[src/rtl/shift_reg_sipo_rx_pkg.sv]
// Shared definitions for the serial-in parallel-out frame receiver:
// default payload width, receiver FSM states and serial line levels.
package shift_reg_sipo_rx_pkg;

  localparam int unsigned WIDTH_DEFAULT = 8;

  // Serial line levels; the line idles at the stop level.
  localparam logic START_BIT = 1'b1;
  localparam logic STOP_BIT  = 1'b0;

  typedef enum logic [1:0] {
    IDLE = 2'd0,
    DATA = 2'd1,
    STOP = 2'd2
  } state_t;

endpackage : shift_reg_sipo_rx_pkg

[src/rtl/sipo_shift_reg.sv]
// Capture register for one frame payload; bits arrive LSB first, so each
// new bit enters at the MSB and the first bit ends up in q[0].
module sipo_shift_reg
  import shift_reg_sipo_rx_pkg::*;
#(
  parameter int unsigned WIDTH = WIDTH_DEFAULT
) (
  input  logic             clk,
  input  logic             reset,
  input  logic             shift_en,
  input  logic             sdi,
  output logic [WIDTH-1:0] q
);

  always_ff @(posedge clk or negedge reset) begin
    if (!reset) begin
      q <= '0;
    end else if (shift_en) begin
      q <= {sdi, q[WIDTH-1:1]};
    end
  end

endmodule : sipo_shift_reg

[src/rtl/shift_reg_sipo_rx.sv]
// Serial frame receiver: start(1), WIDTH data bits LSB first, stop(0).
// Presents each good payload through a valid/ready holding register.
module shift_reg_sipo_rx
  import shift_reg_sipo_rx_pkg::*;
#(
  parameter int unsigned WIDTH = WIDTH_DEFAULT
) (
  input  logic             clk,
  input  logic             reset,
  input  logic             sdi,
  output logic [WIDTH-1:0] data_out,
  output logic             data_valid,
  input  logic             data_ready,
  output logic             frame_err,
  output logic             overrun
);

  localparam int unsigned      CNT_W    = (WIDTH > 1) ? $clog2(WIDTH) : 1;
  localparam logic [CNT_W-1:0] LAST_BIT = CNT_W'(WIDTH - 1);

  state_t           state;
  state_t           state_next;
  logic [CNT_W-1:0] count;
  logic [CNT_W-1:0] count_next;
  logic             shift_en;
  logic             frame_done;
  logic [WIDTH-1:0] shift_q;

  logic             good_frame;
  logic             bad_frame;
  logic             handshake;
  logic             load;
  logic             drop;
  logic             valid_next;

  sipo_shift_reg #(
    .WIDTH (WIDTH)
  ) u_shift (
    .clk      (clk),
    .reset    (reset),
    .shift_en (shift_en),
    .sdi      (sdi),
    .q        (shift_q)
  );

  // FSM state and bit counter
  always_ff @(posedge clk or negedge reset) begin
    if (!reset) begin
      state <= IDLE;
      count <= '0;
    end else begin
      state <= state_next;
      count <= count_next;
    end
  end

  always_comb begin
    state_next = state;
    count_next = count;
    shift_en   = 1'b0;
    frame_done = 1'b0;
    case (state)
      IDLE: begin
        if (sdi == START_BIT) begin
          state_next = DATA;
          count_next = '0;
        end
      end
      DATA: begin
        shift_en = 1'b1;
        if (count == LAST_BIT) begin
          state_next = STOP;
          count_next = '0;
        end else begin
          count_next = count + CNT_W'(1);
        end
      end
      STOP: begin
        // Always back to IDLE: a bad stop bit must not double as a start bit.
        frame_done = 1'b1;
        state_next = IDLE;
      end
      default: begin
        state_next = IDLE;
        count_next = '0;
      end
    endcase
  end

  // A completing frame may reuse a slot the consumer frees at the same edge.
  always_comb begin
    good_frame = frame_done && (sdi == STOP_BIT);
    bad_frame  = frame_done && (sdi != STOP_BIT);
    handshake  = data_valid && data_ready;
    load       = good_frame && (!data_valid || data_ready);
    drop       = good_frame && data_valid && !data_ready;
    valid_next = data_valid;
    if (load) begin
      valid_next = 1'b1;
    end else if (handshake) begin
      valid_next = 1'b0;
    end
  end

  // Registered outputs
  always_ff @(posedge clk or negedge reset) begin
    if (!reset) begin
      data_out   <= '0;
      data_valid <= 1'b0;
      frame_err  <= 1'b0;
      overrun    <= 1'b0;
    end else begin
      if (load) begin
        data_out <= shift_q;
      end
      data_valid <= valid_next;
      frame_err  <= bad_frame;
      overrun    <= drop;
    end
  end

endmodule : shift_reg_sipo_rx

[config.mk]
export PLATFORM = sky130hd
export DESIGN_NAME = shift_reg_sipo_rx
export DESIGN_NICKNAME = d
export VERILOG_FILES = /design/src/rtl/shift_reg_sipo_rx_pkg.sv /design/src/rtl/sipo_shift_reg.sv /design/src/rtl/shift_reg_sipo_rx.sv
export SDC_FILE = /design/constraint.sdc
export NUM_CORES = 1
export LEC_CHECK = 0
export CAP_MARGIN = 20
export CORE_ASPECT_RATIO = 1.2
export CORE_MARGIN = 5
export CORE_UTILIZATION = 55
export DETAILED_ROUTE_END_ITERATION = 8
export PLACE_DENSITY = 0.81
export SETUP_SLACK_MARGIN = 0.15
export SLEW_MARGIN = 30
export SYNTH_ARGS = -nofsm -noshare
export SYNTH_HDL_FRONTEND = slang
export SYNTH_SLANG_ARGS = --single-unit
[constraint.sdc]
create_clock -name clk -period 3.8 [get_ports clk]
set_input_delay 0.57 -clock clk [delete_from_list [all_inputs] [get_ports clk]]
set_output_delay 0.57 -clock clk [all_outputs]
set_load 0.05 [all_outputs]
==> metrics <==
outcome=finished, final reports clean; Slew Viols, Final=0; Num CTS Buffers=3; Final TNS setup=0 ns; global-route wire length before repair=2697 um; Int Power=627.0 uW; CP Launch Type=register; post-route ant nets=0; share of layout cells above drive strength 1=15.96%; synth top area cells=dfrtp_1 61%, mux2_4 12%, nand2_1 9.6%; Buf/Inv on CP=1; core area=1662 um^2; syn_area_per_cell=12.37 um^2; Fin. Hold Viols=0; htree depth=1; Main synth FF type=dfrtp_1; clk root buf=clkbuf_4; Place WS=1.678 ns; GPL Wtd Cong=0.6383; # nets final=101; vias in the first global route=594; initial antenna violation count=0; post-synth top area share=61.46%; largest net degree at the start of global routing=25; Period minus WS final=2.091 ns; Yosys reg bits=24; I/O pin total=15; slowest stage delay, CP=0.82 ns; CP max stage cell=clkdlybuf4s50_1; adder-cell share of the synthesized area=2.561%; XOR/XNOR Fraction of Synth Area=0%; detailed-route via count=598; cells along the critical path=clkdlybuf4s50_1; Vias/cell=5.339; hpwl dp=1148 um; final-report setup violation count=0; die area=2723 um^2; clk_skew=0.008434 ns; Ant. Diodes=0; GRT Util Overall=12.23%; CP endpoint kind=output port; number of cell rows=16; Initial Utilization=58.81%; Reg clk slew, reported paths=0.13 ns; CTS max path bufs=2; critical path arrival=1.52 ns; Seq/Total Area, Yosys=61.46%; multiplexer area fraction after synthesis=13.32%; Top delay family on crit path=buffers and inverters; Hold Buf Count CTS=0; DR pass1 iterations=4; largest family of logic cells by synthesized area=simple AND/OR/NAND/NOR gates; simple-gate area share of the yosys netlist=16.90%; number of synthesized flops with an enable pin=0; # Max-Cap Violations=0; CTS tree=done; Cell Area, Synth=977.2 um^2; pwr dens=863.9 nW/um^2; Slew @ Worst Pin=0.5042 ns; synth unique cells=18; combinational share of power=40.1%; DIE HEIGHT=56.18 um; CTS resizes=0; clock share of power=18.1%; RSZ-0062 raised after global routing=no; global route total overflow=0; Worst slew margin=66.28%; worst-path fanout max=2; Setup WS post-layout=1.709 ns; Initial DRC Count=6; later-pin clock latency in the skew report=0.32 ns; Mapped Nets=85; DRC=0; switching fraction of total power=37.90%; post-synthesis instance total=79; WL final=1549 um; VDD IR max=0.5031 mV; Die X=48.48 um; required time of the critical path=3.23 ns; post-CTS setup buffer count=0; WL/cell=13.83 um; Post-synth ARST share=100.0%; Synth area leader=dfrtp_1; sequential power share=41.8%; Synth Area in Compound Gates=3.073%; Area growth, synth to finish=19.59%; sw power=382.6 uW; LEAKAGE=0.6171 nW; Warnings, synthesis=0; Fmax=478.3 MHz; worst hold path type=in2async; fin crit share=55.02%; CTS sink cnt=24; buffers added on ports=14; kind of critical path=reg2out
[power by group through the flow]
stage / Clock [mW] / Sequential (mW) / Combinational [mW]
3_3_place_gp: 0 / 0.420 / 0.399
6_report: 0.183 / 0.422 / 0.405
4_1_cts: 0.184 / 0.423 / 0.412
5_1_grt: 0.192 / 0.435 / 0.440
3_5_place_dp: 0 / 0.429 / 0.411
2_1_floorplan: 0 / 0.521 / 0.195
[layout by cell type (no fill, tap or decap)]
cell,netlist,layout
nand2_1,25,25
dfrtp_1,24,24
clkdlybuf4s50_1,0,13
mux2_4,8,8
nor2_1,3,3
clkbuf_4,0,3
or2b_1,2,2
inv_1,2,2
a22o_1,2,2
ha_1,2,2
or3b_4,1,1
nor3b_1,1,1
and2b_1,1,1
a21oi_1,1,1
nand2b_4,1,1
mux2i_1,1,1
nor3_1,1,1
a21o_1,1,1
bufinv_16,0,1
buf_2,0,1
[final cells by class]
type,instances,area (um^2)
Clock buffer,3,22.52
Clock inverter,1,30.03
Fill cell,128,493.0
Inverter,2,7.507
Multi-Input combinational cell,50,350.3
Sequential cell,24,600.6
Tap cell,18,22.52
Timing Repair Buffer,14,135.1
[logic make-up (layout without fill, tap and decap cells)]
kind of cell,after synthesis,after routing
AO/OA/AOI/OAI,4,4
AND/OR/NAND/NOR,35,35
adder cells (fa/ha/maj),2,2
flip-flops,24,24
multiplexers,9,9
buffers and inverters,5,20
[final timing paths]
| path | slack (ns) | start | cells after the start | to |
|---|---|---|---|---|
| max | 1.71 | data_out[5] | 1 | data_out[5] |
| min | 0.20 | reset | 1 | data_out[7] |
| max reg2reg | 2.29 | state[0] | 3 | data_out[1] |
| min reg2reg | 0.51 | u_shift.q[3] | 2 | u_shift.q[2] |
| max in group asynchronous | 3.26 | reset | 1 | u_shift.q[7] |
| min in group clk | 0.51 | u_shift.q[3] | 2 | u_shift.q[2] |
[metrics by stage]
| step | hold WS [ns] | total power, mW | cell area, um^2 | cells | util (%) |
|---|---|---|---|---|---|
| final | 0.1970 | 1.010 | 1169 | 112 | 70.33 |
| after global routing | 0.2329 | 1.068 | 1169 | 112 | 70.33 |
| after CTS | 0.2147 | 1.019 | 1169 | 112 | 70.33 |
| after detailed placement | 0.4761 | 0.8396 | 1116 | 108 | 67.17 |
| after global placement | 0.4686 | 0.8190 | 1121 | 108 | 67.47 |
| after floorplan | 0.2744 | 0.7162 | 977.2 | 79 | - |
[layer usage]
metal,up-vias,global-route usage (%),share of wire (%)
met3,4,3.753,4.9
met4,0,4.615,0.90
li1,284,-,-
met2,13,20.52,50
met1,297,14.46,44
met5,-,0,0
[registers in the layout, summed over array words and instances (netlist names)]
register and flops:
u_shift.q 8, overrun 1, frame_err 1, data_valid 1, count 3, state 2
data_out 8
[synth_stat cells (all sizes together), types with 2 or more instances]
master,count
dfrtp,24
inv,2
nand2,25
ha,2
or2b,2
nor2,3
mux2,8
clkbuf,2
a22o,2
No activity file was read; power rests on OpenSTA's default activity.
==> edit 1, RTL diff (config.mk and constraints unchanged) <==
`WIDTH_DEFAULT`: 8 -> 16.
--- a/src/rtl/shift_reg_sipo_rx_pkg.sv
+++ b/src/rtl/shift_reg_sipo_rx_pkg.sv
@@ -4,3 +4,3 @@
 
-  localparam int unsigned WIDTH_DEFAULT = 8;
+  localparam int unsigned WIDTH_DEFAULT = 16;
 
Ports: changed (resized data_out); port bits go from 15 to 23. The function was not compared with the original's and may differ.
==> edit 1 against the original RTL <==
Count of clock-buffer cells in the layout increased by 4; power grew 35%; cell count is 75% higher; design area rose by 67%; sequential cell count is 17 higher; register-to-register slack got worse by 140 ps; wire length grew 82%; synthesized cell count up 75%; synthesized area up 70%; setup slack lost 22 ps; non-clock buffer count up 8; maximum frequency down 1.0%; largest cell class unchanged; largest power group unchanged.
==> edit 1: results (changes against the original RTL) <==
| Metric | Value |
|---|---|
| Status | `completed (unchanged)` |
| Vias | `1026 (was 598)` |
| Synth Warn # | `0 (unchanged)` |
| Layout Skew | `11.77 ps (was 8.434 ps)` |
| H-tree depth | `2 (was 1)` |
| Worst Hold Class | `input pin to async pin (unchanged)` |
| Proportion of layout cells with a drive suffix above 1 | `16.05% (was 15.96%)` |
| Ant. Diodes | `0 (unchanged)` |
| Fillers | `231 (was 128)` |
| GRT Overall Usage | `15.07% (was 12.23%)` |
| FFs w/ async S/R, synth | `100.0% (unchanged)` |
| Synth unique cells | `25 (was 18)` |
| Synth cell count leaders | `nand2_1, dfrtp_1, mux2_4 (unchanged)` |
| Total wire length | `2819 um (was 1549 um)` |
| Placed Area | `0.001868 mm2 (was 0.001116 mm2)` |
| Final net count | `166 (was 101)` |
| Worst-case clock buffer depth | `2 (unchanged)` |
| Synthesized area per cell | `12.00 um2 (was 12.37 um2)` |
| Static leakage | `1.037 nW (was 0.6171 nW)` |
| Largest net degree at the start of global routing | `42 (was 25)` |
| Initial antenna violation count | `0 (unchanged)` |
| Clock transition at path regs | `120 ps` |
| WL per Instance | `14.38 um (was 13.83 um)` |
| DP Wirelength | `1905 um (was 1148 um)` |
| First-pass GRT wire length | `4830 um (was 2697 um)` |
| CP max FO | `2 (unchanged)` |
| Routability cong. | `0.7258 (was 0.6383)` |
| CTS Root Cell | `clkbuf_4 (unchanged)` |
| Worst path slowest cell | `clkdlybuf4s50_1 (unchanged)` |
| Starting DRT DRC Count | `40 (was 6)` |
| Synth Net Count | `143 (was 85)` |
| Num CTS Buffers | `5 (was 3)` |
| Most common flop cell mapped by yosys | `dfrtp_1 (unchanged)` |
| Internal power | `0.0008821 W (was 0.0006270 W)` |
| Top Registers | `data_out x16, u_shift.q x16, count x4 (was data_out x8, u_shift.q x8, count x3)` |
| Worst path arrival time | `1540 ps (was 1520 ps)` |
| Sequential fraction of the synthesis area | `61.93% (was 61.46%)` |
| Number of buffers added on ports | `22 (was 14)` |
| Post-CTS resize count | `0 (unchanged)` |
| R2r setup slk | `2150 ps (was 2290 ps)` |
| Largest stage delay on the critical path | `810 ps` |
| Max VDD drop | `0.4874 mV (was 0.5031 mV)` |
| Top delay family on crit path | `buffers and inverters (unchanged)` |
| Slew headroom | `54.46% (was 66.28%)` |
| Dominant cells by area after synthesis | `dfrtp_1, nand2_1, mux2_4, mux2_2, buf_12 (was dfrtp_1, mux2_4, nand2_1, ha_1, a22o_1)` |
| Worst skew pair latency | `340 ps (was 320 ps)` |
| # placed instances | `188 (was 108)` |
| DRT Pass-1 Iters | `4 (unchanged)` |
| Post-CTS setup repair buffer count | `0 (unchanged)` |
| Vias in the first global route | `1068 (was 594)` |
==> edit 1: changes by cell type after synthesis, sizes merged, moves of 2 or more <==
cell | unedited run | this run
clkbuf | 2 | 4
dfrtp | 24 | 41
mux2 | 8 | 16
nand2 | 25 | 50
nand3 | 0 | 2
nor2 | 3 | 5
==> edit 1: through the flow <==
stage	setup WS [ps]	total power (W)	hold WS, ps	util [%]
3_3_place_gp	1629	0.001051	459.0	65.83
4_1_cts	1674	0.001372	354.6	68.83
5_1_grt	1634	0.001457	213.4	68.92
6_report	1687	0.001360	180.8	68.92
2_1_floorplan	2049	0.0009600	274.4	-
3_5_place_dp	1574	0.001078	484.1	65.83
==> edit 1: path summary, 6_finish.rpt <==
path | start | end | cells after the start
max | data_out[12] | data_out[12] | 1
min | reset | frame_err | 1
max reg2reg | state[0] | data_out[12] | 3
min reg2reg | state[1] | state[0] | 1
max in group asynchronous | reset | overrun | 1
min in group clk | state[1] | state[0] | 1
==> edit 1: metal layers <==
| metal | GRT usage [%] | up-vias | routed length [um] |
|---|---|---|---|
| li1 | - | 493 | - |
| met1 | 18.93 | 501 | 1205 |
| met2 | 24.64 | 25 | 1413 |
| met3 | 4.420 | 7 | 160 |
| met4 | 4.433 | 0 | 40 |
| met5 | 0 | - | 0 |
==> edit 1: layout make-up <==
type / instances / area (um2) / share of cell area [%]
Clock buffer: 7 / 55.05 / 2.815
Clock inverter: 1 / 30.03 / 1.536
Inverter: 1 / 3.754 / 0.1919
Multi-Input combinational cell: 90 / 580.6 / 29.69
Sequential cell: 41 / 1026 / 52.46
Tap cell: 34 / 42.54 / 2.175
Timing Repair Buffer: 22 / 217.7 / 11.13
==> edit 1: power groups by stage <==
| stage | Clock, W | Combinational [W] | Sequential, W |
|---|---|---|---|
| after CTS | 0.000297 | 0.000405 | 0.000671 |
| after global placement | 0 | 0.000383 | 0.000668 |
| after floorplan | 0 | 0.000243 | 0.000717 |
| after global routing | 0.000315 | 0.000453 | 0.000690 |
| final | 0.000291 | 0.000400 | 0.000669 |
| after detailed placement | 0 | 0.000400 | 0.000678 |
==> edit 1: cells by family (layout without fill, tap and decap cells) <==
logic type | Yosys count | count (layout) | synth area share (%)
fa+ha+maj | 1 | 1 | 0.7552
compound gates | 7 | 7 | 3.399
simple gates | 65 | 65 | 17.14
mux | 17 | 17 | 13.75
buf+inv | 7 | 31 | 3.021
flops | 41 | 41 | 61.93
==> edit 2, RTL diff (same flow settings) <==
Without the edit above. Reset style: synchronous (`reset`), changed in 3 clocked blocks.
--- a/src/rtl/sipo_shift_reg.sv
+++ b/src/rtl/sipo_shift_reg.sv
@@ -14,3 +14,3 @@
 
-  always_ff @(posedge clk or negedge reset) begin
+  always_ff @(posedge clk) begin
     if (!reset) begin
--- a/src/rtl/shift_reg_sipo_rx.sv
+++ b/src/rtl/shift_reg_sipo_rx.sv
@@ -46,3 +46,3 @@
   // FSM state and bit counter
-  always_ff @(posedge clk or negedge reset) begin
+  always_ff @(posedge clk) begin
     if (!reset) begin
@@ -105,3 +105,3 @@
   // Registered outputs
-  always_ff @(posedge clk or negedge reset) begin
+  always_ff @(posedge clk) begin
     if (!reset) begin
Formal check against the unedited RTL: no difference found for any inputs over 10 cycles, from zero or initial values and one cycle with reset low; that may be too few to reach the edited logic, so the function may still have changed.
==> edit 2 against the original RTL <==
Synthesized area is 4.7% lower; worst hold slack improved by 260 ps; count of clock-buffer cells in the layout is the same; design area shrank 7.9%; sequential cell count unchanged; critical path depth rose by 2; first-iteration DRC count rose by 83%; cell count rose by 18%; wire length is 7.0% higher; setup slack worse by 78 ps; critical path type is now input pin to flip-flop; critical endpoint is now state[0]; highest routed layer unchanged.
Power is not compared: it rests on default switching activity, and its combinational part moved more than twofold at a synthesized area within 25%.
==> edit 2: results (changes against the original RTL) <==
| Metric | Value |
|---|---|
| Synth cell count leaders | `nand2_1, dfxtp_1, a21oi_1 (was nand2_1, dfrtp_1, mux2_4)` |
| WL met3 | `101 um (was 76 um)` |
| Grt met3 use | `2.913% (was 3.753%)` |
| Proportion of layout cells with a drive suffix above 1 | `5.263% (was 15.96%)` |
| WL met2 | `781 um (was 779 um)` |
| GRT Overall Usage | `15.08% (was 12.23%)` |
| Fillers | `139 (was 128)` |
| Grt met1 use | `17.43% (was 14.46%)` |
| Largest stage delay on the critical path | `890 ps (was 820 ps)` |
| Synth unique cells | `21 (was 18)` |
| Vias in the first global route | `649 (was 594)` |
| Routability cong. | `0.7413 (was 0.6383)` |
| Status | `completed (unchanged)` |
| Sequential fraction of the synthesis area | `51.61% (was 61.46%)` |
| FFs w/ async S/R, synth | `0% (was 100.0%)` |
| Worst path arrival time | `2350 ps (was 1520 ps)` |
| Worst Hold Class | `flip-flop to flip-flop (was input pin to async pin)` |
| Synth Net Count | `109 (was 85)` |
| CP max FO | `20 (was 2)` |
| WL per Instance | `12.55 um (was 13.83 um)` |
| Fmax | `461.1 MHz (was 478.3 MHz)` |
| First-pass GRT wire length | `2704 um (was 2697 um)` |
| Starting DRT DRC Count | `11 (was 6)` |
| Area of the multi-input gates | `406.6 um2 (was 350.3 um2)` |
| Pre-CTS WS | `1307 ps (was 1678 ps)` |
| Placed Area | `0.001054 mm2 (was 0.001116 mm2)` |
| Layout Cells excl Fill | `132 (was 112)` |
| Largest net degree at the start of global routing | `21 (was 25)` |
| Slew headroom | `53.36% (was 66.28%)` |
| Post-synthesis compound-gate area fraction | `6.855% (was 3.073%)` |
| Crit path to | `state[0] (was data_out[5])` |
| DP Wirelength | `1195 um (was 1148 um)` |
-- edit 2: cell types whose count changed after synthesis, sizes merged, moves of 7 or more --
cell / unedited run / this run
nand2: 25 / 33
dfxtp: 0 / 24
a21oi: 1 / 11
dfrtp: 24 / 0
mux2: 8 / 0
mux2i: 1 / 8
-- edit 2: final cells by class --
type                            count  area share, %
Inverter                            1         0.3488
Multi-Input combinational cell     72          37.79
Tap cell                           18          2.093
Clock buffer                        3          2.093
Timing Repair Buffer               14          13.02
Sequential cell                    24          44.65
-- edit 2: worst min-delay path by stage --
stage | startpoint | end | slack (ps) | cells past startpoint
after floorplan | u_shift.q[0] | u_shift.q[0] | 440 | 2
after global placement | data_out[6] | data_out[6] | 440 | 2
after detailed placement | data_out[1] | data_out[1] | 450 | 2
after CTS | data_out[1] | data_out[1] | 470 | 2
after global routing | u_shift.q[0] | u_shift.q[0] | 490 | 2
final | data_out[7] | data_out[7] | 460 | 2
